**src/rtl/uncached_wbuf_ctrl.sv**
```systemverilog
// Uncached access path: posted-store FIFO write buffer plus a single-outstanding
// SRAM-like bus master; loads issue only once the buffer and bus are idle.
module uncached_wbuf_ctrl #(
    parameter int WB_DEPTH = 4,
    parameter int ADDR_W   = 32,
    parameter int DATA_W   = 32
) (
    input  logic                  clk,
    input  logic                  resetn,
    input  logic                  req_valid,
    input  logic                  req_wr,
    input  logic [1:0]            req_size,
    input  logic [ADDR_W-1:0]     req_addr,
    input  logic [DATA_W/8-1:0]   req_wstrb,
    input  logic [DATA_W-1:0]     req_wdata,
    output logic                  req_ready,
    output logic                  resp_valid,
    output logic [DATA_W-1:0]     resp_rdata,
    output logic                  wb_empty,
    output logic                  bus_req,
    output logic                  bus_wr,
    output logic [1:0]            bus_size,
    output logic [ADDR_W-1:0]     bus_addr,
    output logic [DATA_W/8-1:0]   bus_wstrb,
    output logic [DATA_W-1:0]     bus_wdata,
    input  logic                  bus_addr_ok,
    input  logic                  bus_data_ok,
    input  logic [DATA_W-1:0]     bus_rdata
);

    localparam int PTR_W  = $clog2(WB_DEPTH);
    localparam int STRB_W = DATA_W / 8;
    localparam logic [PTR_W:0] CNT_FULL = (PTR_W+1)'(WB_DEPTH);

    typedef enum logic [2:0] {
        S_IDLE,
        S_WR_ADDR,
        S_WR_DATA,
        S_RD_ADDR,
        S_RD_DATA
    } state_t;

    state_t r_state;
    state_t w_state_nxt;

    logic [ADDR_W-1:0] r_fifo_addr  [WB_DEPTH];
    logic [1:0]        r_fifo_size  [WB_DEPTH];
    logic [STRB_W-1:0] r_fifo_wstrb [WB_DEPTH];
    logic [DATA_W-1:0] r_fifo_wdata [WB_DEPTH];

    logic [PTR_W-1:0]  r_wr_ptr;
    logic [PTR_W-1:0]  r_rd_ptr;
    logic [PTR_W:0]    r_count;
    logic [ADDR_W-1:0] r_ld_addr;
    logic [1:0]        r_ld_size;

    logic w_push;
    logic w_pop;
    logic w_ld_accept;

    // Loads need a fully drained buffer and an idle bus to keep MMIO ordering strict.
    always_comb begin
        req_ready = 1'b0;
        if (resetn) begin
            if (req_wr)
                req_ready = (r_count != CNT_FULL);
            else
                req_ready = (r_count == '0) && (r_state == S_IDLE);
        end
    end

    assign w_push      = req_valid && req_ready && req_wr;
    assign w_ld_accept = req_valid && req_ready && !req_wr;
    assign wb_empty    = (r_count == '0) && (r_state != S_WR_ADDR) && (r_state != S_WR_DATA);

    always_comb begin
        w_state_nxt = r_state;
        w_pop       = 1'b0;
        bus_req     = 1'b0;
        bus_wr      = 1'b0;
        bus_size    = '0;
        bus_addr    = '0;
        bus_wstrb   = '0;
        bus_wdata   = '0;
        resp_valid  = 1'b0;
        resp_rdata  = '0;
        case (r_state)
            S_IDLE: begin
                if (w_ld_accept)
                    w_state_nxt = S_RD_ADDR;
                else if (r_count != '0)
                    w_state_nxt = S_WR_ADDR;
            end
            S_WR_ADDR: begin
                bus_req   = 1'b1;
                bus_wr    = 1'b1;
                bus_size  = r_fifo_size[r_rd_ptr];
                bus_addr  = r_fifo_addr[r_rd_ptr];
                bus_wstrb = r_fifo_wstrb[r_rd_ptr];
                bus_wdata = r_fifo_wdata[r_rd_ptr];
                if (bus_addr_ok) begin
                    w_pop       = 1'b1;
                    w_state_nxt = S_WR_DATA;
                end
            end
            S_WR_DATA: begin
                if (bus_data_ok)
                    w_state_nxt = (r_count != '0) ? S_WR_ADDR : S_IDLE;
            end
            S_RD_ADDR: begin
                bus_req  = 1'b1;
                bus_size = r_ld_size;
                bus_addr = r_ld_addr;
                if (bus_addr_ok)
                    w_state_nxt = S_RD_DATA;
            end
            S_RD_DATA: begin
                if (bus_data_ok) begin
                    resp_valid  = 1'b1;
                    resp_rdata  = bus_rdata;
                    w_state_nxt = S_IDLE;
                end
            end
            default: w_state_nxt = S_IDLE;
        endcase
    end

    always_ff @(posedge clk or negedge resetn) begin
        if (!resetn)
            r_state <= S_IDLE;
        else
            r_state <= w_state_nxt;
    end

    always_ff @(posedge clk or negedge resetn) begin
        if (!resetn) begin
            r_wr_ptr <= '0;
            r_rd_ptr <= '0;
            r_count  <= '0;
        end else begin
            if (w_push)
                r_wr_ptr <= r_wr_ptr + PTR_W'(1);
            if (w_pop)
                r_rd_ptr <= r_rd_ptr + PTR_W'(1);
            case ({w_push, w_pop})
                2'b10:   r_count <= r_count + (PTR_W+1)'(1);
                2'b01:   r_count <= r_count - (PTR_W+1)'(1);
                default: r_count <= r_count;
            endcase
        end
    end

    always_ff @(posedge clk or negedge resetn) begin
        if (!resetn) begin
            r_ld_addr <= '0;
            r_ld_size <= '0;
        end else if (w_ld_accept) begin
            r_ld_addr <= req_addr;
            r_ld_size <= req_size;
        end
    end

    // Payload storage needs no reset: entries are only read once counted as valid.
    always_ff @(posedge clk) begin
        if (w_push) begin
            r_fifo_addr[r_wr_ptr]  <= req_addr;
            r_fifo_size[r_wr_ptr]  <= req_size;
            r_fifo_wstrb[r_wr_ptr] <= req_wstrb;
            r_fifo_wdata[r_wr_ptr] <= req_wdata;
        end
    end

endmodule

```
**config.mk**
```make
export PLATFORM = sky130hd
export DESIGN_NAME = uncached_wbuf_ctrl
export DESIGN_NICKNAME = d
export VERILOG_FILES = /design/src/rtl/uncached_wbuf_ctrl.sv
export SDC_FILE = /design/constraint.sdc
export NUM_CORES = 1
export LEC_CHECK = 0
export ABC_AREA = 0
export BUFFER_PORTS_ARGS = -buffer_cell sky130_fd_sc_hd__buf_2
export CAP_MARGIN = 20
export CORE_MARGIN = 2
export CORE_UTILIZATION = 40
export DETAILED_ROUTE_END_ITERATION = 12
export PLACE_DENSITY_LB_ADDON = 0.12
export RECOVER_POWER = 25
export SKIP_LAST_GASP = 1
export SLEW_MARGIN = 20
export SYNTH_ARGS = -nofsm -noshare
export SYNTH_HDL_FRONTEND = slang
export SYNTH_SLANG_ARGS = --single-unit
```
**constraint.sdc**
```tcl
create_clock -name clk -period 3.15 [get_ports clk]
set_input_delay 0.315 -clock clk [delete_from_list [all_inputs] [get_ports clk]]
set_output_delay 0.315 -clock clk [all_outputs]
set_load 0.01 [all_outputs]
```
# --- Word level (Yosys, flattened, before mapping) ---
# Memory sizes are Yosys's and may differ from the RTL's.
# Index checks and enable logic that the tools add are counted.
classes:
  n_addsub: 4
  reduce_logical: 13
  mux: 25
  n_eq_ne: 14
op_table:
  columns: ["op", "n"]
  rows:
  - ["32-bit 2-to-1 mux", 3]
  - ["32-bit case mux with 2 select lines", 1]
  - ["3-bit 2-to-1 mux", 6]
  - ["3-bit case mux with 5 select lines", 1]
  - ["1-bit 2-to-1 mux", 11]
  - ["2-bit inequality test, second input constant", 4]
  - ["3-bit by 2-bit == test with 1-bit output, second input constant", 2]
  - ["1-bit logical AND", 6]
  - ["3-bit logical NOT", 2]
  - ["3-bit by 2-bit inequality test with 1-bit output, second input constant", 2]
  - ["3-bit case mux with 2 select lines", 1]
  - ["5-bit AND reduction", 1]
  - ["2-bit by 1-bit adder with 2-bit output, second input constant", 2]
  - ["4-bit 2-to-1 mux", 1]
  - ["2-bit case mux with 2 select lines", 1]
  - ["3-bit by 1-bit adder with 3-bit output, second input constant", 1]
  - ["3-bit by 1-bit == test with 1-bit output, second input constant", 1]
  - ["3-bit == test, second input constant", 1]
  - ["3-bit by 1-bit inequality test with 1-bit output, second input constant", 1]
  - ["3-bit inequality test, second input constant", 1]
  - ["3-bit nonzero test", 1]
  - ["3-bit by 1-bit subtractor with 3-bit output, second input constant", 1]
  - ["2-bit by 1-bit == test with 1-bit output, second input constant", 1]
  - ["2-bit == test, second input constant", 1]
  - ["3 further kinds", 3]
word_totals:
  input_bits: 108
  ff_bits: 44
  ram_bits: 280
  output_inout_bits: 107
  word_cells: 66
  n_memories: 4
memory_table:
  columns: ["name", "words", "word_bits", "read_ports", "rd_ports_with_merged_regs", "wr", "line", "rtl"]
  rows:
  - ["r_fifo_addr", 4, 32, 1, 0, 1, "46", "logic [ADDR_W-1:0] r_fifo_addr [WB_DEPTH];"]
  - ["r_fifo_wdata", 4, 32, 1, 0, 1, "49", "logic [DATA_W-1:0] r_fifo_wdata [WB_DEPTH];"]
  - ["r_fifo_wstrb", 4, 4, 1, 0, 1, "48", "logic [STRB_W-1:0] r_fifo_wstrb [WB_DEPTH];"]
  - ["r_fifo_size", 4, 2, 1, 0, 1, "47", "logic [1:0] r_fifo_size [WB_DEPTH];"]

# --- Logic depth before layout (Yosys ltp) ---
# Gate-level depths: netlist of run 1.
logic_depth:
  ltp_word: 8
  depth_mapped: 9
  depth_no_buf: 9

# --- Worst setup path before layout of run 1 ---
# Ideal clock, no wire load.
synth_timing:
  path_kind: "reg2reg"
  start: "register r_count[0]"
  end: "memory r_fifo_addr[2][0] (enable)"
  t_arrival_ns: 2.519
  path_stages_with_launch: 4
  period_less_slack_ns: 2.955
  path_buffers: 0
  path_slack_ns: 0.195
  required_ns: 2.714
  setup_time_ns: 0.436
  cell_sequence: "dfrtp_1 nor2_1 a21oi_1 and2_1"
synth_via:
  elab_chain_len: 8
  elab_cells_between_ends: 9
  cone_classes: "eq/ne: 1; mux: 4; reduce/logical: 4"
synth_rtl:
  columns: ["element", "line", "rtl"]
  rows:
  - ["start: declaration", "53", "logic [PTR_W:0] r_count;"]
  - ["start signal: assignment", "146", "2'b10: r_count <= r_count + (PTR_W+1)'(1);"]
  - ["start signal: assignment", "147", "2'b01: r_count <= r_count - (PTR_W+1)'(1);"]
  - ["start signal: assignment", "148", "default: r_count <= r_count;"]
  - ["3-bit logical NOT", "68", "req_ready = (r_count == '0) && (r_state == S_IDLE);"]
  - ["1-bit logical AND", "68", null]
  - ["1-bit 2-to-1 mux (*)", "65", "if (req_wr)"]
  - ["1-bit 2-to-1 mux (*)", "64", "if (resetn) begin"]
  - ["1-bit logical AND (*) (2 in series)", "72", "assign w_push = req_valid && req_ready && req_wr;"]
  - ["1-bit 2-to-1 mux (*)", "165", "if (w_push) begin"]
  - ["1-bit 2-to-1 mux (implied by the code) (*)", "166", "r_fifo_addr[r_wr_ptr] <= req_addr;"]
  - ["end: declaration", "46", null]
# Mark *: on every way between the ends. The rest lies on a longest branch, timed or not.

# --- Worst setup path in the final report of run 1 ---
layout_timing:
  start: "register r_rd_ptr[0]"
  end: "output port bus_wdata[30]"
layout_via:
  elab_chain_len: 2
layout_rtl:
  columns: ["element", "line", "rtl"]
  rows:
  - ["start: declaration", "52", "logic [PTR_W-1:0] r_rd_ptr;"]
  - ["start signal: assignment", "144", "r_rd_ptr <= r_rd_ptr + PTR_W'(1);"]
  - ["memory read 4 x 32 bit", null, null]
  - ["32-bit 2-to-1 mux", "87", "case (r_state)"]
  - ["end: declaration", "25", "output logic [DATA_W-1:0] bus_wdata,"]
# No other way between the ends.

==> metrics.md, run 1 <==
| Metric | Value |
|---|---|
| Status | `finished, final reports clean` |
| Post-detail-place hpwl | `about 17 mm` |
| Max-slew violation count | `0` |
| Critical Path Max Stage Delay | `approximately 0.75 ns` |
| CTS root buf | `clkbuf_16` |
| Final setup vio count | `0` |
| WHS | `0.0161 ns` |
| Final hold vios | `0` |
| Most instantiated cells after synthesis | `edfxtp_1, and2_1, mux4_2` |
| Tcrit/Tclk final | `88.9%` |
| Hold WC Path Type | `input port to async pin` |
| Initial Util | `between 40% and 50%` |
| Setup CP Type | `flip-flop to output port` |
| Syn Inst Count | `around 620` |
| Max-slew headroom | `40.4%` |
| Layout area overhead | `21.1%` |
| Pwr dens | `847 nW/um2` |
| Synth Net Count | `735` |
| CP endpoint kind | `output port` |
| Fin nets | `967` |
| Buffers on Ports | `214` |
| WL met2 | `14.2 mm` |
| RSZ-0062 raised after global routing | `no` |
| Routed met3 length | `around 1.7 mm` |
| Highest clock rate | `357 MHz` |
| Primary FF master, synth | `edfxtp_1` |
| Share of layout cells above drive strength 1 | `39.5%` |
| Cts bufs inserted | `36` |
| Slew @ Worst Pin | `0.894 ns` |
| Total power | `roughly 13 mW` |
| Design area | `15,700 um2` |
| Startpoint types | `flip-flop` |
| Largest net degree at the start of global routing | `73` |
| Cell Chain, Critical Path | `buf_12 > mux4_2 > and2_1 > buf_2` |
| Crit path max fanout | `30` |
| Post-synthesis sequential area ratio | `between 70% and 80%` |
| Avg WL per Cell | `roughly 21 um` |
| H-tree depth | `2` |
| First-pass iteration count of the detailed router | `4` |
| Max clock buf depth | `3` |
| DRC Markers | `0` |
| Post-route ant nets | `0` |
| Total number of vias | `6,649` |
| Chip Width | `184 um` |
| TritonCTS clock tree | `yes` |
| Setup TNS Final | `0 ns` |
| # Post-CTS Setup Buffers | `0` |
| Top cell type's share of synthesized area | `64.7%` |
| Cell Count, Final, Fillers Out | `1,320` |
| Grt ovf | `0` |
| 1st-iter DRT viols | `302` |
| Worst path slowest cell | `dfrtp_4` |
| R2r setup slk | `0.93 ns` |
| Number of enable flip-flop cells after synthesis | `280` |
| CP delay by family, top | `flip-flops` |
| First-pass GRT wire length | `between 40 and 50 mm` |
| Core Util, Final | `48.7%` |
| CORE AREA | `around 32,000 um2` |
| Hold_buf cts | `0` |
| Cts repair resizes | `0` |
| DP Area | `14,600 um2` |
| DIE HEIGHT | `184 um` |
| Site Rows | `66` |
| Most numerous cell in the Yosys netlist | `edfxtp_1` |
| Routed length on met1 | `11.6 mm` |
| Worst path bufs/invs | `2` |
| DR top layer | `met5` |
| Num ports | `215` |
| Post-synth top area cell | `edfxtp_1` |
| Synth top area cells | `edfxtp_1, mux4_2, dfrtp_1` |
| Arr. time, crit path | `~2.5 ns` |
| Die area | `33,900 um2` |
| Worst-path clk slew | `0.06 ns` |
| Distinct cells, synth | `35` |
| Final Routed Wirelength | `between 20 and 30 mm` |
| Max_cap viols | `0` |
| Dpl ws | `0.812 ns` |
| Clk sinks | `324` |
| Critical Path RT | `2.83 ns` |
| Global-route usage over all layers | `between 10% and 20%` |
| LEAKAGE | `5.93 nW` |
| Avg Cell Area, Syn | `20.9 um2` |
| YS warnings | `0` |
| Vias/cell | `roughly 5` |
| Setup WS post-layout | `0.348 ns` |
| Fraction of registers with async set/reset | `13.6%` |
| GPL Wtd Cong | `0.719` |
| Cells after DPL | `1,257` |
| Final worst path period need | `2.80 ns` |
| Worst VDD drop | `528 uV` |
| Synthesized area | `13,000 um2` |
| Worst skew pair latency | `0.51 ns` |
| Initial antenna violation count | `7` |
| Vias in the first global route | `7,305` |
| Fillers | `2,690` |
| Clock Skew | `0.0190 ns` |
| #FFs+latches synth | `324` |
logic make-up (layout without fill, tap and decap cells):
logic type                 count (synthesis)  count (layout)  share of synthesized area (%)
AOI/OAI and AO/OA                         43              43                           2.75
xor gates and xnor gates                   7               7                          0.472
adders and majority gates                  6               6                          0.635
buffers and inverters                     44             300                           2.24
DFF                                      324             324                           73.2
muxes                                    107             107                           16.2
other                                      0               1                              0
and+or+nand+nor                           90              90                           4.56
placed cells by master, fill, tap and decap left out, types with 2 or more instances in the layout:
cell	count
a21oi_1	3
a22o_1	34
and2_1	69
and2_4	4
and3b_1	2
buf_12	7
buf_2	164
buf_4	9
bufinv_16	6
clkbuf_1	57
clkbuf_16	38
clkinv_1	6
clkinv_2	4
dfrtp_1	42
dfrtp_4	2
edfxtp_1	280
ha_1	5
inv_1	8
mux2_2	6
mux2_4	29
mux2i_1	2
mux4_2	70
nand3_1	2
nor2_1	4
xnor2_1	4
xor2_1	3
report_power, final:
part | internal (mW) | switching, mW | leakage (nW)
sequential | 5.06 | 0.408 | 3.11
combinational | 1.85 | 1.73 | 2.23
clock | 2.68 | 1.59 | 0.593
routing by layer:
metal | vias to the layer above | GRT usage [%]
met2 | 165 | 29.4
met4 | 10 | 4.16
met1 | 3468 | 21.0
li1 | 2954 | -
met3 | 52 | 4.13
met5 | - | 0
cell type report:
| type | count | area, um2 | area share [%] |
|---|---|---|---|
| clock buffer | 45 | 977 | 6.21 |
| tap | 442 | 553 | 3.51 |
| multi-input combinational | 253 | 3210 | 20.4 |
| sequential | 324 | 9520 | 60.5 |
| inverter | 8 | 30.0 | 0.191 |
| timing repair buffer | 230 | 1220 | 7.73 |
| clock inverter | 17 | 239 | 1.52 |
| antenna | 1 | 2.50 | 0.0159 |
worst paths after layout:
| kind | from | endpoint | cells after the start |
|---|---|---|---|
| min in group clk | bus_data_ok | r_state[2] | 2 |
| max in group asynchronous | resetn | r_rd_ptr[1] | 2 |
| max | r_rd_ptr[0] | bus_wdata[30] | 4 |
| max reg2reg | r_count[0] | r_fifo_addr[2][19] | 4 |
| min | resetn | r_wr_ptr[1] | 2 |
| min reg2reg | r_ld_addr[19] | r_ld_addr[19] | 1 |
sequential cells by signal, indices dropped and copies added, names as in the netlist:
register / cells
r_fifo_size: 8
r_wr_ptr: 2
r_ld_size: 2
r_ld_addr: 32
r_fifo_wstrb: 16
r_rd_ptr: 2
r_fifo_addr: 128
r_fifo_wdata: 128
r_count: 3
r_state: 3
Power figures use the tool's default switching activity.
==> run 2: changes to the inputs <==
- CORE_MARGIN: 2 -> default
- CORE_UTILIZATION: 40 -> 45
==> run 2 against run 1 <==
Effect of this change:
- global-route usage up 1.6 points
- sequential share of layout area increased by 0.29 points
- register-to-register slack worse by 0.11 ns
- critical path depth unchanged
- worst hold slack better by 0.010 ns
- maximum frequency down 0.72%
- clock power up 3%
- cell count fell by 4.9%
- largest cell class unchanged
==> metrics.md, run 2 (synthesis gave the netlist of run 1 again) <==
| Metric | Value |
|---|---|
| Status | `finished, final reports clean (unchanged)` |
| Total number of vias | `6,558 (was 6,649)` |
| Most common cell after layout, fill and taps aside | `edfxtp_1 (unchanged)` |
| Top Registers | `r_fifo_addr x128, r_fifo_wdata x128, r_ld_addr x32 (unchanged)` |
| Met2 global-route usage | `30.5% (was 29.4%)` |
| Startpoint types | `flip-flop (unchanged)` |
| Crit path max fanout | `35 (was 30)` |
| Arr. time, crit path | `2.51 ns (was 2.49 ns)` |
| # Post-CTS Setup Buffers | `0 (unchanged)` |
| Clock Skew | `0.0158 ns (was 0.0190 ns)` |
| Hold WC Path Type | `input port to async pin (unchanged)` |
| Global routing usage on met3 | `4.58% (was 4.13%)` |
| Final setup vio count | `0 (unchanged)` |
| RSZ-0062 raised after global routing | `no (unchanged)` |
| Post-detail-place hpwl | `16.1 mm (was 17.0 mm)` |
| Core Util, Final | `55.8% (was 48.7%)` |
| Vias/cell | `5.23 (was 5.04)` |
| Max-slew headroom | `43.1% (was 40.4%)` |
| Flop pwr share | `40.4% (was 41.0%)` |
| Global-route usage over all layers | `18.4% (was 16.8%)` |
| Chip Width | `172 um (was 184 um)` |
| DRC Markers | `0 (unchanged)` |
| Critical Path RT | `2.83 ns (about the same)` |
| Worst skew pair latency | `0.50 ns (was 0.51 ns)` |
| Site Rows | `61 (was 66)` |
| Switching part of the total | `27.5% (was 28.0%)` |
| Slew @ Worst Pin | `0.854 ns (was 0.894 ns)` |
| CP endpoint kind | `output port (unchanged)` |
| Clk sinks | `324 (unchanged)` |
| R2r setup slk | `0.82 ns (was 0.93 ns)` |
| 1st-iter DRT viols | `450 (was 302)` |
| GPL Wtd Cong | `0.775 (was 0.719)` |
| Setup TNS Final | `0 ns (unchanged)` |
| Reg2reg start | `r_count[0] (unchanged)` |
| Tcrit/Tclk final | `89.6% (was 88.9%)` |
| Clk pwr share | `32.8% (was 32.1%)` |
| Met1 Use GR | `24.3% (was 21.0%)` |
| Worst VDD drop | `573 uV (was 528 uV)` |
| CTS root buf | `clkbuf_16 (unchanged)` |
| Reg2reg end | `r_fifo_wstrb[2][2] (was r_fifo_addr[2][19])` |
| Fin nets | `964 (was 967)` |
| Avg WL per Cell | `21.1 um (was 21.3 um)` |
| Gate power share | `26.8% (was 26.9%)` |
| Highest clock rate | `354 MHz (was 357 MHz)` |
| Num ports | `215 (unchanged)` |
| Hold_buf cts | `0 (unchanged)` |
| Worst path slowest cell | `and2_2 (was dfrtp_4)` |
| Final hold vios | `0 (unchanged)` |
| Most frequent cells in the layout | `edfxtp_1, buf_2, mux4_2, and2_1, clkbuf_1 (unchanged)` |
| Cts repair resizes | `0 (unchanged)` |
| LEAKAGE | `5.91 nW (was 5.93 nW)` |
| Grt ovf | `0 (unchanged)` |
| Worst R2R Path Depth | `4 (unchanged)` |
| NetSw | `3.68 mW (was 3.73 mW)` |
| First-pass iteration count of the detailed router | `4 (unchanged)` |
| Cts bufs inserted | `36 (unchanged)` |
| Initial antenna violation count | `3 (was 7)` |
| Crit path launch | `r_state[0] (was r_rd_ptr[0])` |
| Final Routed Wirelength | `26.4 mm (was 28.1 mm)` |
| CORE AREA | `28,100 um2 (was 32,300 um2)` |
| Vias in the first global route | `7,044 (was 7,305)` |
| Critical Path Max Stage Delay | `0.74 ns (was 0.75 ns)` |
| Max_cap viols | `0 (unchanged)` |
| Max clock buf depth | `3 (unchanged)` |
| TritonCTS clock tree | `yes (unchanged)` |
| Share of layout cells above drive strength 1 | `39.5% (about the same)` |
| Pwr dens | `855 nW/um2 (was 847 nW/um2)` |
| H-tree depth | `2 (unchanged)` |
| Layout area overhead | `20.5% (was 21.1%)` |
| Cell Chain, Critical Path | `nor2b_1 > and2_2 > a22o_1 > buf_2 (was buf_12 > mux4_2 > and2_1 > buf_2)` |
| Max-slew violation count | `0 (unchanged)` |
| Setup CP Type | `flip-flop to output port (unchanged)` |
| Largest net degree at the start of global routing | `73 (unchanged)` |
| Final worst path period need | `2.82 ns (was 2.80 ns)` |
| Int Pwr | `9.70 mW (was 9.60 mW)` |
| GR peak layer | `met2 (unchanged)` |
| Worst-path clk slew | `0.06 ns (about the same)` |
| Buffers on Ports | `214 (unchanged)` |
| Post-route ant nets | `0 (unchanged)` |
| Die area | `29,600 um2 (was 33,900 um2)` |
| Initial Util | `46.3% (was 40.2%)` |
| First-pass GRT wire length | `40.7 mm (was 42.9 mm)` |
| DIE HEIGHT | `172 um (was 184 um)` |
==> run 2: cell count changes in the layout (fill, tap and decap cells not counted) <==
cell        previous run  this run
buf_2                164       163
buf_12                 7         6
buf_4                  9         7
clkinv_1               6         4
clkbuf_16             38        37
clkinvlp_4             0         4
bufinv_16              6         8
diode_2                1         2
clkinv_8               1         0
==> run 2: worst max-delay path: cells and delay by family, from the launching register on <==
kind / cells / cell delay (ns)
AO/OA/AOI/OAI: 1 / 0.31
flip-flops: 1 / 0.55
buffers and inverters: 1 / 0.16
AND/OR/NAND/NOR: 2 / 0.98
==> run 2: worst max path at each step <==
stage,end,cells past startpoint
2_1_floorplan,r_fifo_addr[2][0],3
3_3_place_gp,r_fifo_addr[3][22],5
3_5_place_dp,r_fifo_addr[3][15],5
4_1_cts,bus_addr[21],4
5_1_grt,bus_addr[21],4
6_report,bus_addr[21],4
==> run 2: stage by stage <==
stage | cell area [um2] | setup WS [ns] | std cells | hold slack, ns | total power, mW
after global placement | 14500 | 0.827 | 1190 | 0.489 | 9.11
final | 15700 | 0.328 | 1255 | 0.0263 | 13.4
after global routing | 15700 | 0.219 | 1253 | 0.0595 | 14.0
after floorplan | 13000 | 0.195 | 621 | 0.0194 | 8.01
after detailed placement | 14500 | 0.784 | 1190 | 0.496 | 9.17
after CTS | 15700 | 0.295 | 1253 | 0.0150 | 13.6
==> run 2: final cells by class <==
| type | instances | area (um2) |
|---|---|---|
| Clock buffer | 43 | 948 |
| Antenna cell | 2 | 5.00 |
| Clock inverter | 20 | 305 |
| Tap cell | 378 | 473 |
| Sequential cell | 324 | 9520 |
| Inverter | 8 | 30.0 |
| Fill cell | 2265 | 12400 |
| Multi-Input combinational cell | 253 | 3210 |
| Timing Repair Buffer | 227 | 1180 |
==> run 2: routing by layer <==
layer  up-vias  wire length (um)  part of all wire, %
li1       2948                 -                    -
met1      3399             11300                   43
met2       170             13100                   50
met3        39              1550                  5.9
met4         2               450                  1.7
met5         -                13                0.049
==> run 2: power by group through the flow <==
stage	Combinational (mW)	Sequential, mW	Clock (mW)
6_report	3.59	5.41	4.39
5_1_grt	3.93	5.46	4.64
4_1_cts	3.69	5.42	4.48
3_5_place_dp	3.67	5.50	0
3_3_place_gp	3.64	5.47	0
2_1_floorplan	2.75	5.26	0
